<file path="config.mk">
export PLATFORM = sky130hd
export DESIGN_NAME = onehot_encoder_seq
export DESIGN_NICKNAME = d
export VERILOG_FILES = /design/src/rtl/onehot_encoder_seq.sv
export SDC_FILE = /design/constraint.sdc
export NUM_CORES = 1
export LEC_CHECK = 0
export CORE_AREA = 10 10 59 61
export CTS_BUF_LIST = sky130_fd_sc_hd__clkbuf_4 sky130_fd_sc_hd__clkbuf_8
export CTS_CLUSTER_SIZE = 8
export DETAILED_ROUTE_END_ITERATION = 10
export DIE_AREA = 0 0 69 71
export PLACE_DENSITY_LB_ADDON = 0.25
export SLEW_MARGIN = 20
export SYNTH_ARGS = -nofsm -noshare
export SYNTH_HDL_FRONTEND = slang
export SYNTH_SLANG_ARGS = --single-unit
</file>
<file path="constraint.sdc">
create_clock -name clk -period 7.29 [get_ports clk]
set_input_delay 1.458 -clock clk [delete_from_list [all_inputs] [get_ports clk]]
set_output_delay 1.458 -clock clk [all_outputs]
set_load 0.02 [all_outputs]
</file>
<file path="src/rtl/onehot_encoder_seq.sv">
// Sequential index encoder: accepts an M-bit select vector and emits the binary
// index of each active bit, lowest first, one beat per cycle with a last flag.
module onehot_encoder_seq #(
    parameter int   M      = 16,
    parameter int   N      = 4,
    parameter logic ACTIVE = 1'b1
) (
    input  logic         clk,
    input  logic         rst_n,
    input  logic         in_valid,
    output logic         in_ready,
    input  logic [M-1:0] in_vec,
    output logic         out_valid,
    input  logic         out_ready,
    output logic [N-1:0] out_sel,
    output logic         out_last,
    output logic         out_empty
);

    typedef enum logic {
        IDLE,
        EMIT
    } state_t;

    state_t         state_q, state_d;
    logic   [M-1:0] pend_q, pend_d;
    logic           empty_q, empty_d;

    logic   [M-1:0] norm_vec;
    logic   [M-1:0] pend_low_cleared;
    logic           pend_onehot;
    logic   [N-1:0] low_idx;
    logic           accept;
    logic           beat_done;

    assign norm_vec         = ACTIVE ? in_vec : ~in_vec;
    assign pend_low_cleared = pend_q & (pend_q - M'(1));
    assign pend_onehot      = (pend_q != '0) && (pend_low_cleared == '0);

    // Priority encoder: the downward scan leaves the lowest set index in low_idx.
    always_comb begin
        low_idx = '0;
        for (int i = M - 1; i >= 0; i--) begin
            if (pend_q[i]) begin
                low_idx = N'(i);
            end
        end
    end

    // Outputs depend only on registered state, never on in_* directly.
    assign out_valid = (state_q == EMIT);
    assign out_empty = out_valid && empty_q;
    assign out_last  = out_valid && (empty_q || pend_onehot);
    assign out_sel   = (out_valid && !empty_q) ? low_idx : '0;

    assign beat_done = out_valid && out_ready;
    assign in_ready  = rst_n && ((state_q == IDLE) || (beat_done && out_last));
    assign accept    = in_valid && in_ready;

    always_comb begin
        state_d = state_q;
        pend_d  = pend_q;
        empty_d = empty_q;
        if (beat_done) begin
            if (out_last) begin
                state_d = IDLE;
                pend_d  = '0;
                empty_d = 1'b0;
            end else begin
                pend_d = pend_low_cleared;
            end
        end
        // A new vector loaded on the last beat overrides the return to IDLE.
        if (accept) begin
            state_d = EMIT;
            pend_d  = norm_vec;
            empty_d = (norm_vec == '0);
        end
    end

    always_ff @(posedge clk) begin
        if (!rst_n) begin
            state_q <= IDLE;
            pend_q  <= '0;
            empty_q <= 1'b0;
        end else begin
            state_q <= state_d;
            pend_q  <= pend_d;
            empty_q <= empty_d;
        end
    end

endmodule

</file>
Word-level counts from Yosys, hierarchy flattened
Cells that the tools add are included.
{"block": "totals", "input_bits": 20, "wordCells": 47, "out_inout_bits": 8, "reg_bits": 18}
{"block": "op_classes", "n_reduce_logical": 17, "bitwise_logic": 2, "add_sub_neg": 1, "mux": 24}
{"op": "2-to-1 mux 4 bit", "n": 17}
{"op": "2-to-1 mux 16 bit", "n": 3}
{"op": "zero test 16 bit", "n": 2}
{"op": "bitwise AND 16 bit", "n": 1}
{"op": "nonzero test 16 bit", "n": 1}
{"op": "subtractor 16 x 1 -> 16 bit (second input constant)", "n": 1}
{"op": "logical AND 1 bit", "n": 8}
{"op": "2-to-1 mux 1 bit", "n": 4}
{"op": "nonzero test 2 bit", "n": 2}
{"op": "logical OR 1 bit", "n": 2}
{"op": "AND reduction 2 bit", "n": 1}
{"op": "zero test 1 bit", "n": 1}
{"op": "NOT 1 bit", "n": 1}

Logic depth before layout (Yosys ltp)
{"block": "logic_depth", "word_depth": 17, "mapped_depth": 10}

Worst setup path before layout
OpenSTA, ideal clock, no wires.
{"block": "synth_path", "path_kind": "flip-flop to output port", "startpoint": "register pend_q[3]", "endpoint": "output port in_ready", "n_path_buf": 1, "arrival_ns": 2.192, "required_ns": 5.832, "setup_slack_ns": 3.640, "path_stages_with_launch": 8, "path_cell_list": "dfxtp_1 or4_1 buf_2 or3_1 o22ai_1 o2111a_2 a41oi_4 nor2_1"}
{"block": "synth_via", "elab_chain_cells": 9, "elab_cells_between_ends": 10, "cone_classes": "1 x add/sub; 1 x bitwise; 8 x reduce/logical"}
{"item": "start, declared", "line": "26", "rtl": "logic [M-1:0] pend_q, pend_d;"}
{"item": "start signal, assigned", "line": "88", "rtl": "pend_q <= pend_d;"}
{"item": "subtractor 16 x 1 -> 16 bit", "line": "37", "rtl": "assign pend_low_cleared = pend_q & (pend_q - M'(1));"}
{"item": "bitwise AND 16 bit", "line": "37"}
{"item": "zero test 16 bit", "line": "38", "rtl": "assign pend_onehot = (pend_q != '0) && (pend_low_cleared == '0);"}
{"item": "logical AND 1 bit *", "line": "38"}
{"item": "logical OR 1 bit *", "line": "53", "rtl": "assign out_last = out_valid && (empty_q || pend_onehot);"}
{"item": "logical AND 1 bit *", "line": "53"}
{"item": "logical AND 1 bit *", "line": "57", "rtl": "assign in_ready = rst_n && ((state_q == IDLE) || (beat_done && out_last));"}
{"item": "logical OR 1 bit *", "line": "57"}
{"item": "logical AND 1 bit *", "line": "57"}
{"item": "end, declared", "line": "11", "rtl": "output logic in_ready,"}
Mark *: on every way between the ends. The rest lies on a longest branch, timed or not.

Worst setup path after layout
{"block": "layout_path", "startpoint": "register pend_q[0]", "endpoint": "output port in_ready"}
The elaborated chain is that of the path after synthesis.

==> impl_metrics.json <==
{
  "globalRouteTotalUtil_pct": 14.11,
  "post-route-period-util_pct": 64.08,
  "finalSetupViolCount": 0,
  "synthMuxAreaShare_pct": 0.8081,
  "holdWs_ps": 493.4,
  "peakVddDrop_mv": 0.1616,
  "drtIter0Drc": 131,
  "synthesis.area_um2": 1239,
  "num_antenna_cells": 0,
  "drc": 0,
  "cp_slowest_cell": "clkdlybuf4s50_1",
  "crit_chain": "nor4_1 -> nand2_1 -> maj3_1 -> o22ai_1 -> a41oi_4 -> nor2_1 -> clkdlybuf4s50_1",
  "async_flop_share_pct": 0,
  "path_clk_slew_ps": 110,
  "syn_nets": 181,
  "fin_nets": 201,
  "synth_xor_area_share_pct": 0,
  "ys_seq_area_share_pct": 29.09,
  "htreeDepth": 1,
  "die_w_um": 69,
  "die_area_um2": 4899,
  "hpwl_mm": 2.652,
  "start_util_pct": 51.89,
  "ys.flop_type": "dfxtp_1",
  "arrival_ps": 3210,
  "p_per_area_nw_per_um2": 187.5,
  "rsz0062_at_grt": "false",
  "yosysUniqueCellTypes": 39,
  "synth.area.top_cells": "dfxtp_1, a221o_1, nor2_1, nor4_1, nand2_1",
  "cts_buffers": 3,
  "syn_inst": 161,
  "clockRootBuffer": "clkbuf_4",
  "final_cells": 210,
  "num_vias": 1350,
  "synth_top_area_share_pct": 29.09,
  "r2r.worst_path.cells": 7,
  "crit_required_ps": 5830,
  "cts_sinks": 18,
  "totalWireLength_mm": 3.565,
  "rrSetupSlack_ps": 4450,
  "maxCapViolations": 0,
  "synth_simple_gate_area_share_pct": 33.43,
  "cp_max_fo": 8,
  "period_needed_ps": 4671,
  "ant_nets": 0,
  "slowest_delay_ps": 610,
  "cts_resized": 0,
  "cts_setup_buffers": 0,
  "total_power_mw": 0.2862,
  "synth-compound-area-share_pct": 29.60,
  "row_count": 18,
  "wire_per_inst_um": 16.98,
  "grt_pass1_vias": 1277,
  "gp_congestion": 0.8817,
  "min_to": "empty_q",
  "clk_path_buf_depth": 2,
  "cts_tree": "built",
  "crit_type": "reg2out",
  "grt_max_degree": 17,
  "hold_depth": 2,
  "grt_pass1_wl_mm": 5.906,
  "run_status": "complete, no violations",
  "drv_slew": 0,
  "finalSetupTns_ps": 0,
  "synth-edff-count": 0,
  "hold_buffers": 0,
  "drive_gt1_share_pct": 6.111,
  "synth_largest_area_cell": "dfxtp_1",
  "clkLatencyLatePin_ps": 300,
  "drt-vias-per-instance": 6.429,
  "synth.avg_cell_area_um2": 7.694,
  "max_freq_mhz": 214.1,
  "area_growth_syn_to_layout_pct": 23.23,
  "clock_skew_ps": 0.6385,
  "n_fill_cell": 236,
  "crit_path_start_kind": "flop",
  "r2r_start": "pend_q[0]",
  "cp-startpoint": "pend_q[0]",
  "yosysWarningCount": 0,
  "worst_pin_slew_ps": 875.3,
  "synth_top_cells_by_count": "nor2_1, dfxtp_1, nand2_1, nor3_1, nor4_1",
  "die_h_um": 71,
  "antenna_found_initial": 0,
  "min_from": "empty_q",
  "end_kind": "primary output",
  "grt-ovfl-total": 0,
  "synth_most_common_cell": "nor2_1",
  "coreArea_um2": 2387,
  "synth_adder_area_share_pct": 1.616,
  "firstDrtPassIters": 4,
  "synth_seq_cells": 18,
  "rr_endpoint": "pend_q[9]",
  "leakagePower_nw": 0.5242,
  "synth_top_family_by_area": "simple AND/OR/NAND/NOR gates",
  "pin_count": 28,
  "finalHoldViolations": 0,
  "dp.cells": 206,
  "holdCritPathClass": "reg2reg",
  "portBuffers": 27,
  "maxSlewHeadroom_pct": 41.43
}
[power breakdown]
part | total (mW) | internal (mW) | switching [mW]
Combinational | 0.103 | 0.0474 | 0.0556
Clock | 0.0633 | 0.0305 | 0.0328
Sequential | 0.120 | 0.106 | 0.0143
Total | 0.286 | 0.183 | 0.103
[sequential cells by signal, summed over array words and instances, names as in the netlist]
register / flops
empty_q: 1
out_valid: 1
pend_q: 16
[worst max-delay path by stage]
stage / endpoint / slack, ps / depth (start not counted)
final: in_ready / 2620 / 7
after global routing: in_ready / 2480 / 7
after CTS: in_ready / 2610 / 4
after detailed placement: in_ready / 2620 / 4
after global placement: in_ready / 2640 / 4
after floorplan: in_ready / 3640 / 7
[layer usage]
layer / wire (um) / GRT usage [%] / up-vias
li1: - / - / 655
met1: 1540 / 16.08 / 628
met2: 1684 / 23.68 / 59
met3: 274 / 5.021 / 8
met4: 67 / 5.145 / 0
met5: 0 / 0 / -
[logic make-up after synthesis]
| kind of cell | count (synthesis) |
|---|---|
| buffers and inverters | 15 |
| AOI/OAI and AO/OA | 46 |
| DFF | 18 |
| and+or+nand+nor | 79 |
| adders and majority gates | 2 |
| muxes | 1 |
[layout make-up]
class,instances,area (um2),area share (%)
clock buffer,4,36.28,2.377
inverter,3,11.26,0.7377
multi-input combinational,128,810.8,53.11
sequential,18,360.3,23.61
tap,30,37.54,2.459
timing repair buffer,27,270.3,17.70
[per-stage QoR]
stage                     util, %  area [um2]  setup WS [ps]
after floorplan                 -        1239           3640
after global placement      62.42        1490           2643
after detailed placement    62.42        1490           2618
after CTS                   63.94        1526           2606
after global routing        63.94        1526           2476
final                       63.94        1526           2619
[worst max-delay path: cells and delay by family, from the launching register on]
kind	cells	cell delay [ps]
AO/OA/AOI/OAI	2	530
flip-flops	1	390
adder cells (fa/ha/maj)	1	420
buffers and inverters	1	610
AND/OR/NAND/NOR	3	960
[layout by cell type, fill, tap and decap left out, types with 3 or more instances in the layout]
| cell type | instances |
|---|---|
| clkdlybuf4s50_1 | 27 |
| nor2_1 | 20 |
| dfxtp_1 | 18 |
| nand2_1 | 17 |
| nor3_1 | 11 |
| nor4_1 | 11 |
| o21ai_0 | 10 |
| a221o_1 | 10 |
| a21oi_1 | 7 |
| a32o_1 | 5 |
| or4_1 | 3 |
| o31ai_1 | 3 |
| inv_1 | 3 |
| nor2b_1 | 3 |
| clkbuf_4 | 3 |
(Power assumes the default switching activity.)
